## config.mk

```make
export PLATFORM = sky130hd
export DESIGN_NAME = wbu_commit
export DESIGN_NICKNAME = d
export VERILOG_FILES = /design/src/rtl/wbu_commit_pkg.sv /design/src/rtl/wbu_npc.sv /design/src/rtl/wbu_commit.sv
export SDC_FILE = /design/constraint.sdc
export NUM_CORES = 1
export LEC_CHECK = 0
export ABC_CLOCK_PERIOD_IN_PS = 3900
export CORE_MARGIN = 5
export CORE_UTILIZATION = 25
export CTS_BUF_LIST = sky130_fd_sc_hd__clkbuf_16
export DETAILED_ROUTE_END_ITERATION = 8
export SYNTH_ARGS = -nofsm -noshare
export SYNTH_HDL_FRONTEND = slang
export SYNTH_SLANG_ARGS = --single-unit
```

## constraint.sdc

```tcl
create_clock -name clock -period 3.9 [get_ports clock]
set_input_delay 0.78 -clock clock [delete_from_list [all_inputs] [get_ports clock]]
set_output_delay 0.78 -clock clock [all_outputs]
set_load 0.1 [all_outputs]
```

## src/rtl/wbu_commit_pkg.sv

```systemverilog
// Shared types for the write-back/commit stage: FSM states, control-flow class
// encoding and the instruction length used for sequential PC.
package wbu_commit_pkg;

    localparam int ILEN_BYTES = 4;

    typedef enum logic [1:0] {
        WBU_IDLE,
        WBU_COMMIT,
        WBU_HOLD
    } wbu_state_e;

    typedef enum logic [2:0] {
        BR_SEQ,
        BR_TAKEN,
        BR_JALR,
        BR_JAL,
        BR_MRET,
        BR_ECALL
    } br_class_e;

    // Folds the one-hot control-flow flags into a single class, highest priority first,
    // so a malformed entry with several flags set still resolves deterministically.
    function automatic br_class_e encode_class(input logic brch, input logic jal,
                                               input logic jalr, input logic mret,
                                               input logic ecall, input logic taken);
        if (ecall)              return BR_ECALL;
        else if (mret)          return BR_MRET;
        else if (jal)           return BR_JAL;
        else if (jalr)          return BR_JALR;
        else if (brch && taken) return BR_TAKEN;
        else                    return BR_SEQ;
    endfunction

endpackage

```

## src/rtl/wbu_npc.sv

```systemverilog
// Combinational next-PC and GPR write-data selection for one committed entry.
module wbu_npc
    import wbu_commit_pkg::*;
#(
    parameter int XLEN = 32
) (
    input  br_class_e         cls,
    input  logic              link,
    input  logic [XLEN-1:0]   pc,
    input  logic [XLEN-1:0]   rs1,
    input  logic [XLEN-1:0]   imm,
    input  logic [XLEN-1:0]   res,
    input  logic [XLEN-1:0]   mepc,
    input  logic [XLEN-1:0]   mtvec,
    output logic [XLEN-1:0]   pc_next,
    output logic [XLEN-1:0]   rd_wdata
);

    logic [XLEN-1:0] seq_pc;
    logic [XLEN-1:0] pc_rel;
    logic [XLEN-1:0] jalr_sum;

    assign seq_pc   = pc + XLEN'(ILEN_BYTES);
    assign pc_rel   = pc + imm;
    assign jalr_sum = rs1 + imm;

    // NOTE: every output of a combinational block gets a default first so no path leaves it unassigned (no latch).
    always_comb begin
        pc_next = seq_pc;
        case (cls)
            BR_ECALL: pc_next = mtvec;
            BR_MRET:  pc_next = mepc;
            BR_JAL:   pc_next = pc_rel;
            BR_JALR:  pc_next = {jalr_sum[XLEN-1:1], 1'b0};
            BR_TAKEN: pc_next = pc_rel;
            default:  pc_next = seq_pc;
        endcase
    end

    assign rd_wdata = link ? seq_pc : res;

endmodule

```

## src/rtl/wbu_commit.sv

```systemverilog
// Registered write-back/commit stage with next-PC hold toward the fetch unit.
// Optional retired-instruction counter enabled by defining WBU_INSTRET_EN.
module wbu_commit
    import wbu_commit_pkg::*;
#(
    parameter int              XLEN     = 32,
    parameter logic [XLEN-1:0] RESET_PC = 32'h3000_0000
) (
    input  logic              clock,
    input  logic              reset_n,
    input  logic              i_pre_valid,
    output logic              o_pre_ready,
    input  logic              i_wen,
    input  logic              i_csr_wen,
    input  logic              i_brch,
    input  logic              i_jal,
    input  logic              i_jalr,
    input  logic              i_mret,
    input  logic              i_ecall,
    input  logic [XLEN-1:0]   i_pc,
    input  logic [XLEN-1:0]   i_rs1,
    input  logic [XLEN-1:0]   i_imm,
    input  logic [XLEN-1:0]   i_res,
    input  logic [XLEN-1:0]   i_mepc,
    input  logic [XLEN-1:0]   i_mtvec,
    output logic [XLEN-1:0]   o_rd_wdata,
    output logic [XLEN-1:0]   o_csr_rd,
    output logic              o_wbu_wen,
    output logic              o_wbu_csr_wen,
    output logic              o_pc_update,
    input  logic              i_pc_ready,
    output logic [XLEN-1:0]   o_pc_next,
    output logic              o_misalign
`ifdef WBU_INSTRET_EN
    ,
    output logic [63:0]       o_instret
`endif
);

    typedef struct packed {
        logic            wen;
        logic            csr_wen;
        logic            link;
        br_class_e       cls;
        logic [XLEN-1:0] pc;
        logic [XLEN-1:0] rs1;
        logic [XLEN-1:0] imm;
        logic [XLEN-1:0] res;
        logic [XLEN-1:0] mepc;
        logic [XLEN-1:0] mtvec;
    } entry_t;

    // The fetch side boots from RESET_PC; an unaligned value would fault on the first fetch.
    if (RESET_PC[1:0] != 2'b00) begin : g_reset_pc_check
        $error("RESET_PC must be word aligned");
    end

    wbu_state_e state;
    wbu_state_e state_next;
    entry_t     entry;
    logic       capture;

    assign o_pre_ready = (state == WBU_IDLE) || i_pc_ready;
    assign capture     = i_pre_valid && o_pre_ready;

    // NOTE: sequential state uses non-blocking assignments so every register samples pre-edge values.
    always_ff @(posedge clock or negedge reset_n) begin
        if (!reset_n) begin
            state <= WBU_IDLE;
            entry <= '0;
        end else begin
            state <= state_next;
            if (capture) begin
                entry.wen     <= i_wen;
                entry.csr_wen <= i_csr_wen;
                entry.link    <= i_jal || i_jalr;
                entry.cls     <= encode_class(i_brch, i_jal, i_jalr, i_mret, i_ecall, i_res[0]);
                entry.pc      <= i_pc;
                entry.rs1     <= i_rs1;
                entry.imm     <= i_imm;
                entry.res     <= i_res;
                entry.mepc    <= i_mepc;
                entry.mtvec   <= i_mtvec;
            end
        end
    end

    // Write enables fire only in COMMIT, so a long HOLD never repeats a register write.
    always_comb begin
        state_next    = state;
        o_wbu_wen     = 1'b0;
        o_wbu_csr_wen = 1'b0;
        o_pc_update   = 1'b0;
        case (state)
            WBU_IDLE: begin
                if (capture) state_next = WBU_COMMIT;
            end
            WBU_COMMIT, WBU_HOLD: begin
                o_pc_update = 1'b1;
                if (state == WBU_COMMIT) begin
                    o_wbu_wen     = entry.wen;
                    o_wbu_csr_wen = entry.csr_wen;
                end
                if (!i_pc_ready)  state_next = WBU_HOLD;
                else if (capture) state_next = WBU_COMMIT;
                else              state_next = WBU_IDLE;
            end
            default: state_next = WBU_IDLE;
        endcase
    end

    wbu_npc #(.XLEN(XLEN)) u_npc (
        .cls      (entry.cls),
        .link     (entry.link),
        .pc       (entry.pc),
        .rs1      (entry.rs1),
        .imm      (entry.imm),
        .res      (entry.res),
        .mepc     (entry.mepc),
        .mtvec    (entry.mtvec),
        .pc_next  (o_pc_next),
        .rd_wdata (o_rd_wdata)
    );

    assign o_csr_rd   = entry.res;
    assign o_misalign = o_pc_update && (o_pc_next[1:0] != 2'b00);

`ifdef WBU_INSTRET_EN
    always_ff @(posedge clock or negedge reset_n) begin
        if (!reset_n) begin
            o_instret <= '0;
        end else if (o_pc_update && i_pc_ready) begin
            o_instret <= o_instret + 64'd1;
        end
    end
`endif

endmodule

```

==> impl_metrics.env <==
export IMPL_status="finished with violations"
export IMPL_cts_tree="done"
export IMPL_synth_seq_cells=200
export IMPL_synth_most_common_cell="dfrtp_1"
export IMPL_violations="setup timing"
export IMPL_fp_coreArea_mm2=0.0513
export IMPL_grt_overflow=0
export IMPL_critPathKind="flop to output pin"
export IMPL_slew_viol_final=0
export IMPL_rows=83
export IMPL_netlist_instances=1246
export IMPL_hp_class="input pin to async pin"
export IMPL_synth_nets=1516
export IMPL_io_buffers=303
export IMPL_clkLatencyLatePin_ps=490
export IMPL_drive_gt1_share_pct=38.0
export IMPL_worstPathArrival_ps=3640
export IMPL_fin_crit_sh_pct=113
export IMPL_critPathMaxFanout=3
export IMPL_grt_pass1_wl_um=75200
export IMPL_placed_area_mm2=0.0182
export IMPL_tightest_slew_ps=1030
export IMPL_die_h_um=237
export IMPL_fin_nets=1897
export IMPL_start_kind="flop"
export IMPL_syn_area_mm2=0.0129
export IMPL_synthArstFlopShare_pct=100
export IMPL_start_util_pct=25.2
export IMPL_final_cells=2321
export IMPL_via_per_inst=4.88
export IMPL_yosys_area_top_type="dfrtp_1"
export IMPL_antenna_found_initial=3
export IMPL_gp_congestion=0.906
export IMPL_cts_root_buf="clkbuf_16"
export IMPL_area_growth_pct=52.8
export IMPL_yosysWarnings=0
export IMPL_ios=304
export IMPL_dieArea_mm2=0.0563
export IMPL_avgRoutedWirePerCell_um=21.9
export IMPL_worst_clock_skew_ps=13.4
export IMPL_rsz0062_at_grt="true"
export IMPL_hold_slack_ps=266
export IMPL_grt_pass1_vias=12000
export IMPL_drt_iter0_markers=619
export IMPL_synth_cell_types=80
export IMPL_final_area_mm2=0.0197
export IMPL_finalHoldViolations=0
export IMPL_route_vias_total=11300
export IMPL_path_clk_slew_ps=80
export IMPL_synth_edf_count=0
export IMPL_netlist_area_leader_share_pct=38.7
export IMPL_cp_end_kind="output pin"
export IMPL_synth_common_cells="dfrtp_1, mux2_2, a21oi_1, nor2_1, ha_1"
export IMPL_drt_total_wl_um=50800
export IMPL_setup_slack_ps=-525
export IMPL_synth_top_flop_cell="dfrtp_1"
export IMPL_syn_area_per_cell_um2=10.4
export IMPL_die_w_um=237
export IMPL_max_cap_violations=0
export IMPL_clk_path_buf_depth=2
export IMPL_h_tree_depth=4
export IMPL_yosysSeqAreaShare_pct=38.7
export IMPL_drc=0
export IMPL_finalCriticalPeriod_ps=4420
export IMPL_grt_max_degree=81
export IMPL_setup_viol_count_final=25
export IMPL_dp_hpwl_um=39800
export IMPL_drt_pass1_iter_count=5
export IMPL_grtUsageTotal_pct=17.7
export IMPL_ant_nets=0
export IMPL_place_inst=2264
export IMPL_maxSlewHeadroom_pct=31.2
export IMPL_numClockSinks=200
export IMPL_cts_made_buffers=17
export IMPL_hold_buffers=0
export IMPL_cp_required_ps=3120
export IMPL_fmax_mhz=226
export IMPL_ys_top_cells_by_area="dfrtp_1, mux2_2, ha_1"
## registers in the layout, indices dropped and copies added, names as in the netlist
register  flops
entry       166
o_csr_rd     32
state         2
## kinds of logic after synthesis
family | synth area share, %
AOI/OAI and AO/OA | 17.0
xor gates and xnor gates | 5.49
adders and majority gates | 6.60
buffers and inverters | 4.65
DFF | 38.7
muxes | 18.5
and+or+nand+nor | 9.01
## metrics by stage
| stage | TNS, ps | worst slack (ps) | util (%) |
|---|---|---|---|
| floorplan | -2170 | -799 | - |
| global placement | -902 | -164 | 35.4 |
| detailed placement | -1100 | -224 | 35.4 |
| CTS | -8380 | -554 | 37.8 |
| global route | -12240 | -676 | 38.5 |
| finish | -8060 | -525 | 38.5 |
## layer usage
metal / track usage [%] / up-vias / wire [um]
li1: - / 5295 / -
met2: 29.1 / 342 / 24000
met5: 0 / - / 15
met1: 22.8 / 5623 / 21800
met4: 5.16 / 4 / 1220
met3: 5.08 / 58 / 3680
## worst max-delay path, stage by stage, from the launching register on
cell,delay [ps]
dfrtp_1,410
ha_1,330
a21oi_2,170
o32ai_1,110
a221o_1,370
a221o_2,430
o31ai_4,290
o21ai_2,140
a31oi_4,220
xnor2_1,110
a221oi_2,320
a21oi_4,60
buf_12,180
## final cells by class
cell class,instances,area (um^2)
antenna,1,2.50
fill,5072,31600
timing repair buffer,453,4820
clock inverter,15,160
sequential,200,5010
tap,680,851
clock buffer,17,425
multi-input combinational,931,8380
inverter,24,92.6
## what timing repair did
| action | CTS | global route |
|---|---|---|
| pin swaps | 61 | 62 |
| buffers inserted | 18 | 16 |
| endpoints found under the setup margin | 32 | 36 |
| gates resized for setup | 106 | 56 |
## path summary, 6_finish.rpt
check | startpoint | end | slack, ps | cells after the start
min | reset_n | o_csr_rd[17]$_DFFE_PN0P_ | 270 | 1
max in group asynchronous | reset_n | entry[195]$_DFFE_PN0P_ | 2740 | 2
max | entry[102]$_DFFE_PN0P_ | o_pc_next[29] | -520 | 12
min reg2reg | entry[196]$_DFFE_PN0P_ | entry[196]$_DFFE_PN0P_ | 500 | 1
min in group clock | entry[196]$_DFFE_PN0P_ | entry[196]$_DFFE_PN0P_ | 500 | 1
max reg2reg | state[0]$_DFFE_PN0P_ | entry[156]$_DFFE_PN0P_ | 1540 | 6
## placed cells by master (no fill, tap or decap), types with 21 or more instances in the layout
| cell | Yosys | routed |
|---|---|---|
| a21o_1 | 34 | 34 |
| a21oi_1 | 119 | 85 |
| a21oi_2 | 0 | 25 |
| buf_12 | 0 | 57 |
| buf_4 | 32 | 140 |
| clkdlybuf4s50_1 | 0 | 234 |
| dfrtp_1 | 200 | 194 |
| ha_1 | 65 | 56 |
| mux2_2 | 199 | 199 |
| nand2_1 | 49 | 47 |
| nand3_1 | 27 | 21 |
| nor2_1 | 82 | 75 |
| o21ai_0 | 41 | 29 |
| xnor2_1 | 40 | 33 |
| xor2_1 | 41 | 35 |
Power is not shown: default switching activity piles up to over one toggle a cycle in this logic, so the estimate is an artifact.
